## src/rtl/amstrad_pkg.sv

```systemverilog
// Shared types and constants for the ROM download stager.
// No logic of its own; the page base table is the only mapping knowledge.
package amstrad_pkg;

    localparam int FIFO_DEPTH = 4;

    // SDRAM 16 KiB page bases for ROM slots 0..3 of each model set; slot 3 is the MF2 page.
    localparam logic [8:0] PAGE_BASE_0 = 9'h000;
    localparam logic [8:0] PAGE_BASE_1 = 9'h100;
    localparam logic [8:0] PAGE_BASE_2 = 9'h107;
    localparam logic [8:0] PAGE_BASE_3 = 9'h1FF;

    typedef struct packed {
        logic [22:0] addr;
        logic        bank;
        logic [7:0]  data;
    } fifo_entry_t;

    typedef enum logic [1:0] {
        ST_IDLE,
        ST_LOAD,
        ST_DRAIN,
        ST_DONE
    } stager_state_t;

    function automatic logic [8:0] page_base(input logic [1:0] slot);
        logic [8:0] base;
        case (slot)
            2'd0:    base = PAGE_BASE_0;
            2'd1:    base = PAGE_BASE_1;
            2'd2:    base = PAGE_BASE_2;
            default: base = PAGE_BASE_3;
        endcase
        return base;
    endfunction

endpackage

```

## src/rtl/stager_fifo.sv

```systemverilog
// Four-entry synchronous FIFO; head visible combinationally, push lands next cycle.
// A push while full is refused (caller sees full); pop on empty is ignored.
module stager_fifo
    import amstrad_pkg::*;
(
    input  logic        clk_sys,
    input  logic        reset,
    input  logic        push,
    input  fifo_entry_t push_dat,
    input  logic        pop,
    output fifo_entry_t head_dat,
    output logic [2:0]  count,
    output logic        full,
    output logic        empty
);

    fifo_entry_t mem [FIFO_DEPTH];
    logic [1:0]  wr_ptr;
    logic [1:0]  rd_ptr;
    logic        push_ok;
    logic        pop_ok;

    assign full     = (count == 3'(FIFO_DEPTH));
    assign empty    = (count == 3'd0);
    assign push_ok  = push & ~full;
    assign pop_ok   = pop & ~empty;
    assign head_dat = mem[rd_ptr];

    always_ff @(posedge clk_sys) begin
        if (reset) begin
            wr_ptr <= 2'd0;
            rd_ptr <= 2'd0;
            count  <= 3'd0;
        end else begin
            if (push_ok) wr_ptr <= wr_ptr + 2'd1;
            if (pop_ok)  rd_ptr <= rd_ptr + 2'd1;
            case ({push_ok, pop_ok})
                2'b10:   count <= count + 3'd1;
                2'b01:   count <= count - 3'd1;
                default: count <= count;
            endcase
        end
    end

    // Storage needs no reset: nothing is read out unless count says it was written.
    always_ff @(posedge clk_sys) begin
        if (push_ok) mem[wr_ptr] <= push_dat;
    end

endmodule

```

## src/rtl/rom_stager.sv

```systemverilog
// Stages host ROM download bytes into SDRAM pages; a byte retires on the first ce_ref slot (<=16 cycles).
// ioctl_wait throttles the host at 3 queued bytes; bytes arriving with the FIFO full or off-map set overrun.
module rom_stager
    import amstrad_pkg::*;
(
    input  logic        clk_sys,
    input  logic        reset,
    input  logic        ce_ref,
    input  logic        ioctl_download,
    input  logic [7:0]  ioctl_index,
    input  logic        ioctl_wr,
    input  logic [24:0] ioctl_addr,
    input  logic [7:0]  ioctl_dout,
    output logic        ioctl_wait,
    output logic        ram_we,
    output logic [22:0] ram_addr,
    output logic        ram_bank,
    output logic [7:0]  ram_din,
    output logic        hold_reset,
    output logic        done,
    output logic        overrun
);

    stager_state_t state;
    stager_state_t state_nxt;

    logic        rom_target;
    logic        accept;
    logic [10:0] page;
    logic        page_ok;
    logic        push_req;
    logic        pop_req;
    logic        load_entry;
    logic        overrun_set;
    fifo_entry_t push_dat;
    fifo_entry_t head_dat;
    logic [2:0]  fifo_count;
    logic        fifo_full;
    logic        fifo_empty;

    assign rom_target = ioctl_download && (ioctl_index == 8'd0);
    assign accept     = ioctl_wr && rom_target;
    assign page       = ioctl_addr[24:14];
    assign page_ok    = (page < 11'd8);
    assign push_req   = accept && page_ok;

    assign push_dat.addr = {page_base(page[1:0]), ioctl_addr[13:0]};
    assign push_dat.bank = page[2];
    assign push_dat.data = ioctl_dout;

    stager_fifo u_fifo (
        .clk_sys  (clk_sys),
        .reset    (reset),
        .push     (push_req),
        .push_dat (push_dat),
        .pop      (pop_req),
        .head_dat (head_dat),
        .count    (fifo_count),
        .full     (fifo_full),
        .empty    (fifo_empty)
    );

    // Head is held on the bus until a ce_ref slot takes it; gated to zero when empty.
    assign ram_we     = ~fifo_empty;
    assign ram_addr   = ram_we ? head_dat.addr : 23'd0;
    assign ram_bank   = ram_we ? head_dat.bank : 1'b0;
    assign ram_din    = ram_we ? head_dat.data : 8'd0;
    assign pop_req    = ram_we && ce_ref;
    assign ioctl_wait = (fifo_count >= 3'd3);

    always_ff @(posedge clk_sys) begin
        if (reset) state <= ST_IDLE;
        else       state <= state_nxt;
    end

    always_comb begin
        state_nxt = state;
        case (state)
            ST_IDLE:  if (rom_target) state_nxt = ST_LOAD;
            ST_LOAD:  if (!ioctl_download) state_nxt = ST_DRAIN;
            ST_DRAIN: begin
                if (ioctl_download)         state_nxt = ST_LOAD;
                else if (fifo_count == 3'd0) state_nxt = ST_DONE;
            end
            ST_DONE:  state_nxt = ST_IDLE;
            default:  state_nxt = ST_IDLE;
        endcase
    end

    assign hold_reset = (state == ST_LOAD) || (state == ST_DRAIN);
    assign done       = (state == ST_DONE);
    assign load_entry = (state == ST_IDLE) && (state_nxt == ST_LOAD);

    // Setting wins over the entry clear so a bad first byte is still reported.
    assign overrun_set = (accept && !page_ok) || (push_req && fifo_full);

    always_ff @(posedge clk_sys) begin
        if (reset)            overrun <= 1'b0;
        else if (overrun_set) overrun <= 1'b1;
        else if (load_entry)  overrun <= 1'b0;
    end

endmodule

```

## config.mk

```make
export PLATFORM = sky130hd
export DESIGN_NAME = rom_stager
export DESIGN_NICKNAME = d
export VERILOG_FILES = /design/src/rtl/amstrad_pkg.sv /design/src/rtl/stager_fifo.sv /design/src/rtl/rom_stager.sv
export SDC_FILE = /design/constraint.sdc
export NUM_CORES = 1
export LEC_CHECK = 0
export ABC_AREA = 1
export CORE_ASPECT_RATIO = 1.75
export CORE_MARGIN = 2
export CORE_UTILIZATION = 45
export DETAILED_ROUTE_END_ITERATION = 7
export PLACE_DENSITY_LB_ADDON = 0.25
export SLEW_MARGIN = 30
export SYNTH_ARGS = -nofsm -noshare
export SYNTH_HDL_FRONTEND = slang
export SYNTH_HIERARCHICAL = 1
export SYNTH_SLANG_ARGS = --single-unit
export TNS_END_PERCENT = 20
```

## constraint.sdc

```tcl
create_clock -name clk_sys -period 2.92 [get_ports clk_sys]
set_input_delay 0.438 -clock clk_sys [delete_from_list [all_inputs] [get_ports clk_sys]]
set_output_delay 0.438 -clock clk_sys [all_outputs]
set_load 0.01 [all_outputs]
```

==> qor.yml <==
worst_setup_path:
  path_buf_inv: 3
  cp.depth: 6
  end_kind: "primary output"
  crit_fanout: 32
  reg2regPathDepth: 15
  arrival_ps: 2330
  cp-start-kind: "register"
  path_delay_family: "buffers and inverters"
  cpMaxStageDelayCell: "clkdlybuf4s50_1"
  path_class: "register to primary output"
  required_ps: 2480
  path_cells: "inv_2 > o21ai_1 > o22ai_1 > inv_1 > nor2_1 > clkdlybuf4s50_1"
  max_stage_delay_ps: 540
clock_network:
  htree_levels: 4
  cts-buffers-inserted: 17
  cts_root_buf: "clkbuf_16"
  clock_sinks: 140
  path_clk_slew_ps: 60
  clock_path_buffers: 2
  cts_hold_repair.buffers: 0
  cts_tree: "done"
  insertion_delay_ps: 410
placed_design:
  placedInstanceArea_sq_mm: 0.00690
  hpwl_microns: 7420
  port_buffers: 82
  place_congestion: 0.774
global_routing:
  grt_max_degree: 65
  track_usage_pct: 17.6
  antenna_found_initial: 0
  grt_pass1_wl_microns: 19000
  overflow: 0
  first_global_vias: 3952
timing:
  hold_violations: 0
  tns_ps: 0
  max-slew-margin-rel_pct: 59.1
  tightest_slew_ps: 612
  setup_viol: 0
  rsz0062_at_grt: "no"
  period_minus_slack_ps: 2770
  finalCritPeriodShare_pct: 94.8
  finClkSkew_ps: 8.01
  slew_viol_final: 0
  fmax_mhz: 361
floorplanning:
  core-area_sq_mm: 0.0129
  die_y_microns: 155
  dieArea_sq_mm: 0.0140
  ios: 83
  die_w_microns: 90.4
  num_rows: 55
  initial_utilization_pct: 45.7
drt:
  wl_microns: 11800
  wl_per_cell_microns: 15.1
  dr.pass1.iters: 4
  drt-vias-per-instance: 5.02
  postRouteAntennaNets: 0
  num_vias: 3908
  drt_iter0_markers: 221
  drc: 0
synthesis:
  syn_nets: 563
  syn-cell-area_sq_mm: 0.00588
  ys_seq_elements: 140
  synth_area_per_cell_sq_um: 11.6
  synth_warnings: 6
  synth_cell_type_count: 26
  yosysSeqAreaShare_pct: 69.4
  synthTopCellsByArea: "edfxtp_1 65%, nor2_1 7.4%, dfxtp_1 4.1%, inv_1 3.9%, o21ai_0 3.4%"
  synth_top_area_share_pct: 65.3
  syn_inst: 507
  synth_area_leader_cell: "edfxtp_1"
flow_run:
  drv_cap: 0
final_layout:
  multi_input_area_sq_mm: 0.00140
  area.sequential_sq_mm: 0.00409
  design_area_sq_mm: 0.00750
  nets: 653
  drive_gt1_share_pct: 8.55
  syn2layout_area_growth_pct: 27.4
  diodes: 0
  n_fill_cell: 1091
worst_hold_path:
  hold_class: "register to register"
  holdPathStages: 2
power_and_ir_drop:
  leakage_nw: 2.72
  max-vdd-ir-drop_v: 0.000352
  powerDensity_mw_per_mm2: 599
outcome:
  outcome: "finished, final reports clean"
## cells in the final DEF (no fill, tap or decap), types with 5 or more instances in the layout
master           instances
o21ai_0                 40
clkbuf_1                 5
buf_4                    9
clkdlybuf4s50_1         82
nand2_1                 24
a21oi_1                  7
ha_1                     9
nor2_1                 112
clkbuf_16               17
edfxtp_1               128
o22ai_1                 32
dfxtp_1                 11
inv_1                   61
nand3_1                 12
o21ai_1                 29
## worst paths after layout
path                          end  slack [ps]             from
setup reg to reg  u_fifo/count[2]         750  u_fifo/count[1]
hold reg to reg           overrun         480          overrun
setup / recovery     ram_addr[17]         150         register
hold / removal            overrun         480          overrun
## synth_stat cells (all sizes together)
cell	instances
inv	63
o21bai	1
edfxtp	128
nand3b	1
nor2	119
ha	9
nand3	13
nand4	1
and3	1
o21ai	69
buf	22
dfxtp	12
nand2	24
clkbuf	2
fa	1
o22ai	32
a21oi	8
or2	1
## where the power goes
group | internal (mW) | switching (mW) | total (mW)
Clock | 1.41 | 0.735 | 2.15
Combinational | 0.0822 | 0.0662 | 0.148
Sequential | 2.19 | 0.00704 | 2.20
## tightest hold or removal path: stages, from the launching register on
cell	delay [ps]
dfxtp_1	310
nand2_1	80
a21oi_2	50
## sequential cells by signal, indices dropped and copies added (netlist names), named ones only
register / cells
overrun: 1
state: 2
u_fifo/count: 3
u_fifo/mem: 128
u_fifo/rd_ptr: 2
u_fifo/wr_ptr: 2
## repair_timing
item | in CTS | in global routing
setup buffers | 0 | 1
endpoints found under the setup margin | 4 | 1
gates cloned | 0 | 0
pin swaps | 0 | 0
gates resized for setup | 1 | 0
## final cells by class
class / count / share of cell area, %
inverters: 63 / 3.25
multi-input cells: 280 / 18.7
clock inverters: 8 / 1.92
repair buffers: 95 / 12.8
clock buffers: 22 / 5.92
flip-flops and latches: 140 / 54.5
well taps: 171 / 2.85
## kinds of logic after synthesis
kind of cell             synth area share (%)
AO/OA/AOI/OAI                            10.2
adder cells (fa/ha/maj)                  2.25
buffers and inverters                    7.23
AND/OR/NAND/NOR                          10.9
flip-flops                               69.4
## routing by layer
| layer | vias to the layer above | part of all wire, % | global-route usage (%) |
|---|---|---|---|
| li1 | 1926 | - | - |
| met1 | 1862 | 38 | 17.9 |
| met2 | 99 | 55 | 32.7 |
| met3 | 21 | 4.8 | 5.04 |
| met4 | 0 | 2.8 | 8.79 |
| met5 | - | 0 | 0 |
## metrics by stage
step	utilization (%)	hold slack, ps	std cells	total power, mW	setup WS, ps
detailed placement	53.6	471	748	2.39	385
global route	58.3	501	779	4.64	7.10
global placement	53.6	463	748	2.38	437
finish	58.3	481	779	4.49	151
floorplan	-	448	507	2.29	34.1
CTS	58.2	485	778	4.53	133
(Power assumes the default switching activity.)
